==> src/rtl/control.sv <==
// -----------------------------------------------------------------------------
// control
//
// Main control unit of the pipelined MIPS-style processor. It sits in the
// decode stage. The 6-bit opcode is decoded combinationally into the datapath
// control word. The word is then registered so it lines up with the ID/EX
// pipeline boundary.
//
// Supported opcodes are R-type, lw, sw and beq. Any other opcode decodes to an
// all-zero bubble, so no register or memory write enable is ever asserted.
//
// Ports:
//   clk        in   1  system clock; outputs update on its rising edge
//   reset      in   1  asynchronous, active-high; clears every output
//   instru     in   6  instruction opcode field, bits [31:26]
//   RegDest    out  1  write-register select: 1 = rd, 0 = rt
//   SaltoCond  out  1  conditional branch (beq)
//   LeerMem    out  1  data-memory read enable
//   MemaReg    out  1  write-back select: 1 = memory data, 0 = ALU result
//   ALUOp      out  2  00 add, 01 subtract/compare, 10 use funct, 11 unused
//   EscrMem    out  1  data-memory write enable
//   FuenteALU  out  1  ALU operand B: 1 = sign-extended immediate, 0 = rt
//   EscrReg    out  1  register-file write enable
// -----------------------------------------------------------------------------
module control (
    input  logic       clk,
    input  logic       reset,
    input  logic [5:0] instru,
    output logic       RegDest,
    output logic       SaltoCond,
    output logic       LeerMem,
    output logic       MemaReg,
    output logic [1:0] ALUOp,
    output logic       EscrMem,
    output logic       FuenteALU,
    output logic       EscrReg
);

    localparam logic [5:0] OP_RTYPE = 6'b000000;
    localparam logic [5:0] OP_LW    = 6'b100011;
    localparam logic [5:0] OP_SW    = 6'b101011;
    localparam logic [5:0] OP_BEQ   = 6'b000100;

    localparam logic [1:0] ALU_ADD   = 2'b00;
    localparam logic [1:0] ALU_SUB   = 2'b01;
    localparam logic [1:0] ALU_FUNCT = 2'b10;

    typedef struct packed {
        logic       reg_dest;
        logic       fuente_alu;
        logic       mema_reg;
        logic       escr_reg;
        logic       leer_mem;
        logic       escr_mem;
        logic       salto_cond;
        logic [1:0] alu_op;
    } ctrl_t;

    ctrl_t ctrl_d;
    ctrl_t ctrl_q;

    // Opcode decode. Fields that are don't-care for an opcode are left at 0.
    // They are never X.
    always_comb begin
        // NOTE: default the whole word first so every path assigns every bit;
        // this keeps the block purely combinational (no latch) and makes the
        // unknown-opcode bubble fall out for free.
        ctrl_d = '0;
        case (instru)
            OP_RTYPE: begin
                ctrl_d.reg_dest = 1'b1;
                ctrl_d.escr_reg = 1'b1;
                ctrl_d.alu_op   = ALU_FUNCT;
            end
            OP_LW: begin
                ctrl_d.fuente_alu = 1'b1;
                ctrl_d.mema_reg   = 1'b1;
                ctrl_d.escr_reg   = 1'b1;
                ctrl_d.leer_mem   = 1'b1;
                ctrl_d.alu_op     = ALU_ADD;
            end
            OP_SW: begin
                ctrl_d.fuente_alu = 1'b1;
                ctrl_d.escr_mem   = 1'b1;
                ctrl_d.alu_op     = ALU_ADD;
            end
            OP_BEQ: begin
                ctrl_d.salto_cond = 1'b1;
                ctrl_d.alu_op     = ALU_SUB;
            end
            default: ctrl_d = '0;
        endcase
    end

    // ID/EX control register. Reset clears it immediately, so no stale
    // enable survives a reset.
    always_ff @(posedge clk or posedge reset) begin
        // NOTE: non-blocking assignment for registered state, so every flop
        // samples the pre-edge value regardless of block evaluation order.
        if (reset) begin
            ctrl_q <= '0;
        end else begin
            ctrl_q <= ctrl_d;
        end
    end

    assign RegDest   = ctrl_q.reg_dest;
    assign FuenteALU = ctrl_q.fuente_alu;
    assign MemaReg   = ctrl_q.mema_reg;
    assign EscrReg   = ctrl_q.escr_reg;
    assign LeerMem   = ctrl_q.leer_mem;
    assign EscrMem   = ctrl_q.escr_mem;
    assign SaltoCond = ctrl_q.salto_cond;
    assign ALUOp     = ctrl_q.alu_op;

endmodule

==> config.mk <==
export PLATFORM = sky130hd
export DESIGN_NAME = control
export DESIGN_NICKNAME = d
export VERILOG_FILES = /design/src/rtl/control.sv
export SDC_FILE = /design/constraint.sdc
export NUM_CORES = 1
export LEC_CHECK = 0
export BUFFER_PORTS_ARGS = -buffer_cell sky130_fd_sc_hd__buf_4
export CAP_MARGIN = 20
export CORE_AREA = 8 8 45 47
export CTS_CLUSTER_SIZE = 20
export DETAILED_ROUTE_END_ITERATION = 16
export DIE_AREA = 0 0 53 55
export GPL_TIMING_DRIVEN = 0
export PLACE_DENSITY = 0.54
export SLEW_MARGIN = 40
export SYNTH_ARGS = -nofsm -noshare
export SYNTH_HDL_FRONTEND = slang
export SYNTH_SLANG_ARGS = --single-unit
==> constraint.sdc <==
create_clock -name clk -period 0.8 [get_ports clk]
set_clock_uncertainty 0.1 [all_clocks]
set_input_delay 0.08 -clock clk [delete_from_list [all_inputs] [get_ports clk]]
set_output_delay 0.08 -clock clk [all_outputs]
set_load 0.01 [all_outputs]
* After elaboration in Yosys (flattened, before gate mapping)
Index checks and enable logic that the tools add are counted.
Widths: inputs -> output; s select.
** Storage, ports and cells
- Flip-flop bits (word level) :: 8
- Bits of input ports :: 8
- Output and inout port bits :: 9
- Logic and storage cells :: 20
** Cells by class
- Equality and inequality tests :: 3
- Mux-type cells :: 7
- Reduce and logical (&&, ||, !) cells :: 3
** Operators with widths (count)
- $eq 6x6->1 const B :: 2
- $eq 6x3->1 const B :: 1
- $logic_not 6->1 :: 1
- $mux 1 :: 6
- $pmux 2 s2 :: 1
- $reduce_or 2->1 :: 2

* Longest topological paths before layout
Gate-level depths: netlist (run 1).
- Word-level depth :: 3
- Depth in mapped cells :: 2
- Gate-level depth less buffers :: 2

* Least setup slack after synthesis (run 1)
Ideal clock, no wire load.
- Path type :: input to register
- Start :: in instru[1]
- End :: reg ctrl_q (netlist bit EscrReg)
- Arrival time :: 783 ps
- Path slack :: -195 ps
- Cell stages on the path :: 2
- Buffers on the path :: 0
- Cell sequence :: or3_1 a2111oi_2
** RTL lines
- from (decl) :: line 28 : input logic [5:0] instru,
- to (signal assigned) :: line 103 : ctrl_q <= ctrl_d;
- to (decl) :: line 60 : ctrl_t ctrl_q;

==> metrics.yaml, run 1 <==
status: "finished, violations left"
violations: "hold timing, setup timing"
worstSetupEndpointType: "primary output"
cp_max_fo: 2
cts_tree: "built"
dp_slack_ns: -0.307
clock_path_buffers: 2
yosysUniqueCellTypes: 12
via_per_inst: 4.09
drive_above_1_share: 0.643
cts_root_buffer: "clkbuf_4"
cap_violations: 0
netlist_top_cells_count: "7 x dfrtp_1, 3 x nor3_1, 2 x buf_4"
grt_pass1_vias: 267
path_cells: "buf_6 > buf_6"
numCtsBuffers: 3
synth_area_leader_cell: "dfrtp_1"
ys_async_sr_fraction: 1.00
pwr-share-comb: 0.129
cts_setup_buffers: 0
n_antenna_cell: 0
cp_slowest_cell: "dfrtp_1"
ys_seq_area_frac: 0.628
setup_tns_ns: -1.34
drt_iter0_markers: 0
grt_pass1_wl_mm: 1.11
drc: 0
placed_cells: 53
core.rowCount: 14
nets: 51
syn-instance-count: 21
start_util: 0.202
setup_ws_ns: -0.227
cp_common_cell: "buf_6"
ys_warn_count: 0
antenna_left: 0
syn_nets: 29
hpwl_um: 518
clock_sinks: 7
fmax_ghz: 0.974
wl_um: 671
dieWidth_um: 53
critPathMaxStageDelay_ns: 0.38
path_buf_inv: 2
worstSetupStartpointType: "flop"
finalNonFillerCells: 58
drt-wirelength-per-cell_um: 11.6
cp.required_ns: 0.62
finalWorstPathRequiredPeriod_ns: 1.03
avgSynthCellArea_um2: 13.3
finish.utilization: 0.384
tightest_slew_ns: 0.236
power.static_leakage_nw: 0.246
ys.flop_type: "dfrtp_1"
seq_area_um2: 175
setup_viol_count_final: 13
hold_path_class: "in2reg"
final_area_um2: 532
ios: 17
grt_max_degree: 8
ys_ff_latch: 7
period_share: 1.28
synth_edf_count: 0
coreArea_um2: 1380
antenna_found_initial: 0
io_buffers: 16
critPathTopFamily: "flip-flops"
p_clk_frac: 0.395
track_usage: 0.0555
syn_area_um2: 279
ir_drop_v: 0.000512
power_mw: 0.759
p_seq_frac: 0.476
place_area_um2: 419
vias: 237
cts_hold_buf: 1
critPathArrivalTime_ns: 0.85
switchingPower_mw: 0.156
die_h_um: 55
synth.most_common_cell: "dfrtp_1"
rsz0062_at_grt: "true"
overflow: 0
n_fill_cell: 145
synth_top_area_frac: 0.628
hold_ws_ns: -0.0887
sw_frac_of_total: 0.206
p_per_area_nw_per_um2: 1430
gp_congestion: 0.699
relSlewSlack: 0.842
area_growth_pct: 90.6
critPathKind: "reg2out"
slew_viol_final: 0
die_area_um2: 2920
hold_viol_final: 7
multi_input_area_um2: 113
synthTopCellsByArea: "dfrtp_1 63%, nor3_1 5.4%, a2111oi_2 5.4%"
dr.pass1.iters: 1
path_clk_slew_ns: 0.05
internal-power_mw: 0.603
htreeDepth: 1
==> kinds of logic (layout without fill, tap and decap cells) <==
logic type / Yosys count / in the layout / synth area share
flip-flops: 7 / 7 / 0.628
AND/OR/NAND/NOR: 10 / 10 / 0.251
buffers and inverters: 3 / 24 / 0.0672
AO/OA/AOI/OAI: 1 / 1 / 0.0538
==> power by group through the flow <==
stage          Combinational, mW  Clock, mW  Sequential (mW)
6_report                  0.0982      0.300            0.361
3_3_place_gp              0.0743          0            0.366
2_1_floorplan             0.0203          0            0.368
4_1_cts                   0.0938      0.321            0.361
5_1_grt                    0.107      0.338            0.361
3_5_place_dp              0.0744          0            0.366
==> area by class of cell <==
class                           instances  area share
Buffer                                  2      0.0424
Clock buffer                            4      0.0494
Inverter                                1     0.00706
Multi-Input combinational cell         11       0.212
Sequential cell                         7       0.329
Tap cell                               16      0.0376
Timing Repair Buffer                   17       0.322
==> state kept, by name, indices dropped and copies added, names as in the netlist <==
name,flops
SaltoCond,1
EscrMem,1
FuenteALU,1
RegDest,1
ALUOp,1
LeerMem,1
EscrReg,1
==> cell usage in the layout (no fill, tap or decap) <==
cell | synthesis | final
a2111oi_4 | 0 | 1
buf_4 | 2 | 7
buf_6 | 0 | 9
buf_8 | 0 | 2
clkbuf_1 | 0 | 1
clkbuf_4 | 0 | 3
dfrtp_1 | 7 | 7
dlygate4sd3_1 | 0 | 1
inv_1 | 1 | 1
nand3_1 | 1 | 1
nand4b_1 | 1 | 1
nor2_1 | 1 | 1
nor3_1 | 3 | 1
nor3_2 | 0 | 2
nor3b_1 | 1 | 1
nor3b_2 | 1 | 1
or3_4 | 0 | 1
or4_4 | 1 | 1
==> path summary, 6_finish.rpt <==
kind | cells after the start | end | startpoint | slack (ns)
setup / recovery | 2 | MemaReg | LeerMem | -0.23
hold / removal | 2 | EscrReg | instru[4] | -0.09
max in group asynchronous | 3 | SaltoCond | reset | 0.19
min in group asynchronous | 3 | FuenteALU | reset | 0.22
==> metal layers <==
layer	global-route usage	up-vias	wire [µm]
li1	-	115	-
met5	0	-	0
met4	0.0517	0	4
met3	0.0455	2	139
met2	0.0820	17	286
met1	0.0464	103	240
==> what timing repair did <==
action                                  in CTS  in global routing
endpoints found under the setup margin      13                 12
resized for setup                           14                  3
cloned                                       0                  0
endpoints found under the hold margin       14                  7
pin swaps                                    1                  2
(Power assumes the default switching activity.)
==> run 2: changes to the inputs <==
--- a/config.mk
+++ b/config.mk
@@ -12,7 +12,8 @@
 export DETAILED_ROUTE_END_ITERATION = 16
 export DIE_AREA = 0 0 53 55
 export GPL_TIMING_DRIVEN = 0
-export PLACE_DENSITY = 0.54
+export PLACE_DENSITY = 0.43
+export REMOVE_ABC_BUFFERS = 1
 export SLEW_MARGIN = 40
 export SYNTH_ARGS = -nofsm -noshare
 export SYNTH_HDL_FRONTEND = slang
==> run 2 against run 1 <==
Net effect: the run still ends with hold timing, setup timing left; final cell count decreased by 3.4%; hold slack improved by 0.0024 ns; combinational power decreased by 2%; highest routed layer unchanged; core utilization decreased by 1.6 points; largest cell class is now registers.
==> metrics.yaml, run 2 (same netlist as run 1, synthesis figures left out) <==
path_cells: "buf_6"
io_buffers: 16
ir_drop_v: 0.000418
cts_tree: "built"
fmax_ghz: 1.06
track_usage: 0.0495
rsz0062_at_grt: "true"
cts_setup_buffers: 0
status: "finished, violations left"
finalWorstPathRequiredPeriod_ns: 0.948
critPathKind: "reg2out"
hold_ws_ns: -0.0863
path_buf_inv: 1
multi_input_area_um2: 113
antenna_left: 0
drt_iter0_markers: 2
n_fill_cell: 146
power.static_leakage_nw: 0.233
cp_slowest_cell: "dfrtp_1"
drc: 0
drive_above_1_share: 0.625
p_per_area_nw_per_um2: 1500
overflow: 0
setup_ws_ns: -0.148
period_share: 1.18
cts_root_buffer: "clkbuf_4"
slew_viol_final: 0
pwr-share-comb: 0.126
hold_viol_final: 7
critPathMaxStageDelay_ns: 0.40
via_per_inst: 4.14
p_seq_frac: 0.473
htreeDepth: 1
finish.utilization: 0.368
dr.pass1.iters: 2
coreArea_um2: 1380
sw_frac_of_total: 0.211
die_h_um: 55
wl_um: 635
start_util: 0.202
gp_congestion: 0.622
clock_path_buffers: 2
critPathTopFamily: "flip-flops"
seq_area_um2: 175
ios: 17
die_area_um2: 2920
violations: "hold timing, setup timing"
drt-wirelength-per-cell_um: 11.3
grt_max_degree: 8
relSlewSlack: 0.839
nets: 49
clock_sinks: 7
cp_max_fo: 2
dieWidth_um: 53
hpwl_um: 495
tightest_slew_ns: 0.241
n_antenna_cell: 0
area_growth_pct: 82.5
final_cell_mix: "7 x dfrtp_1, 7 x buf_4, 7 x buf_6"
setup_tns_ns: -1.16
worstSetupStartpointType: "flop"
hp-start: "instru[4]"
cts_hold_buf: 1
internal-power_mw: 0.602
path_clk_slew_ns: 0.05
critPathArrivalTime_ns: 0.77
antenna_found_initial: 0
worstSetupEndpointType: "primary output"
numCtsBuffers: 3
hold_path_class: "in2reg"
grt_pass1_wl_um: 972
cap_violations: 0
crit_start: "LeerMem"
vias: 232
grt_pass1_vias: 249
p_clk_frac: 0.400
setup_viol_count_final: 11
switchingPower_mw: 0.161
core.rowCount: 14
cp.required_ns: 0.62
-- run 2: cell count changes in the layout (fill, tap and decap cells not counted), sizes merged --
cell and delta:
buf -2
-- run 2: layout make-up --
| class | count | area share |
|---|---|---|
| sequential | 7 | 0.344 |
| timing repair buffer | 17 | 0.337 |
| multi-input combinational | 11 | 0.221 |
| clock buffer | 4 | 0.0516 |
| tap | 16 | 0.0393 |
| inverter | 1 | 0.00737 |
-- run 2: routing by layer --
layer / GRT usage / routed length, µm
met5: 0 / 0
met4: 0.0776 / 19
met3: 0.0160 / 97
met2: 0.0723 / 274
met1: 0.0448 / 243
-- run 2: per-stage QoR --
step           setup WS, ns  cell area, µm²  power (mW)  hold slack (ns)  instances
2_1_floorplan        -0.195             264       0.387           -0.217         19
3_3_place_gp         -0.358             404       0.437          -0.0801         51
3_5_place_dp         -0.378             404       0.439          -0.0774         51
4_1_cts              -0.158             484       0.770           -0.100         56
5_1_grt              -0.180             509       0.804          -0.0926         56
6_report             -0.148             509       0.763          -0.0863         56
-- run 2: final timing paths --
| path | endpoint | slack (ns) | cells past startpoint |
|---|---|---|---|
| max | MemaReg | -0.15 | 1 |
| min | EscrReg | -0.09 | 2 |
| max in group asynchronous | EscrMem | 0.19 | 3 |
| min in group asynchronous | ALUOp[1] | 0.21 | 3 |
-- run 2: timing repair --
action	CTS	global route
endpoints found under the setup margin	13	13
pin swaps	4	2
resized for setup	9	6
endpoints found under the hold margin	14	7
-- run 2: power groups by stage --
stage	clock, mW	sequential, mW	combinational (mW)
floorplan	0	0.369	0.0184
global placement	0	0.366	0.0715
detailed placement	0	0.366	0.0733
CTS	0.319	0.361	0.0897
global route	0.339	0.361	0.105
finish	0.305	0.361	0.0963
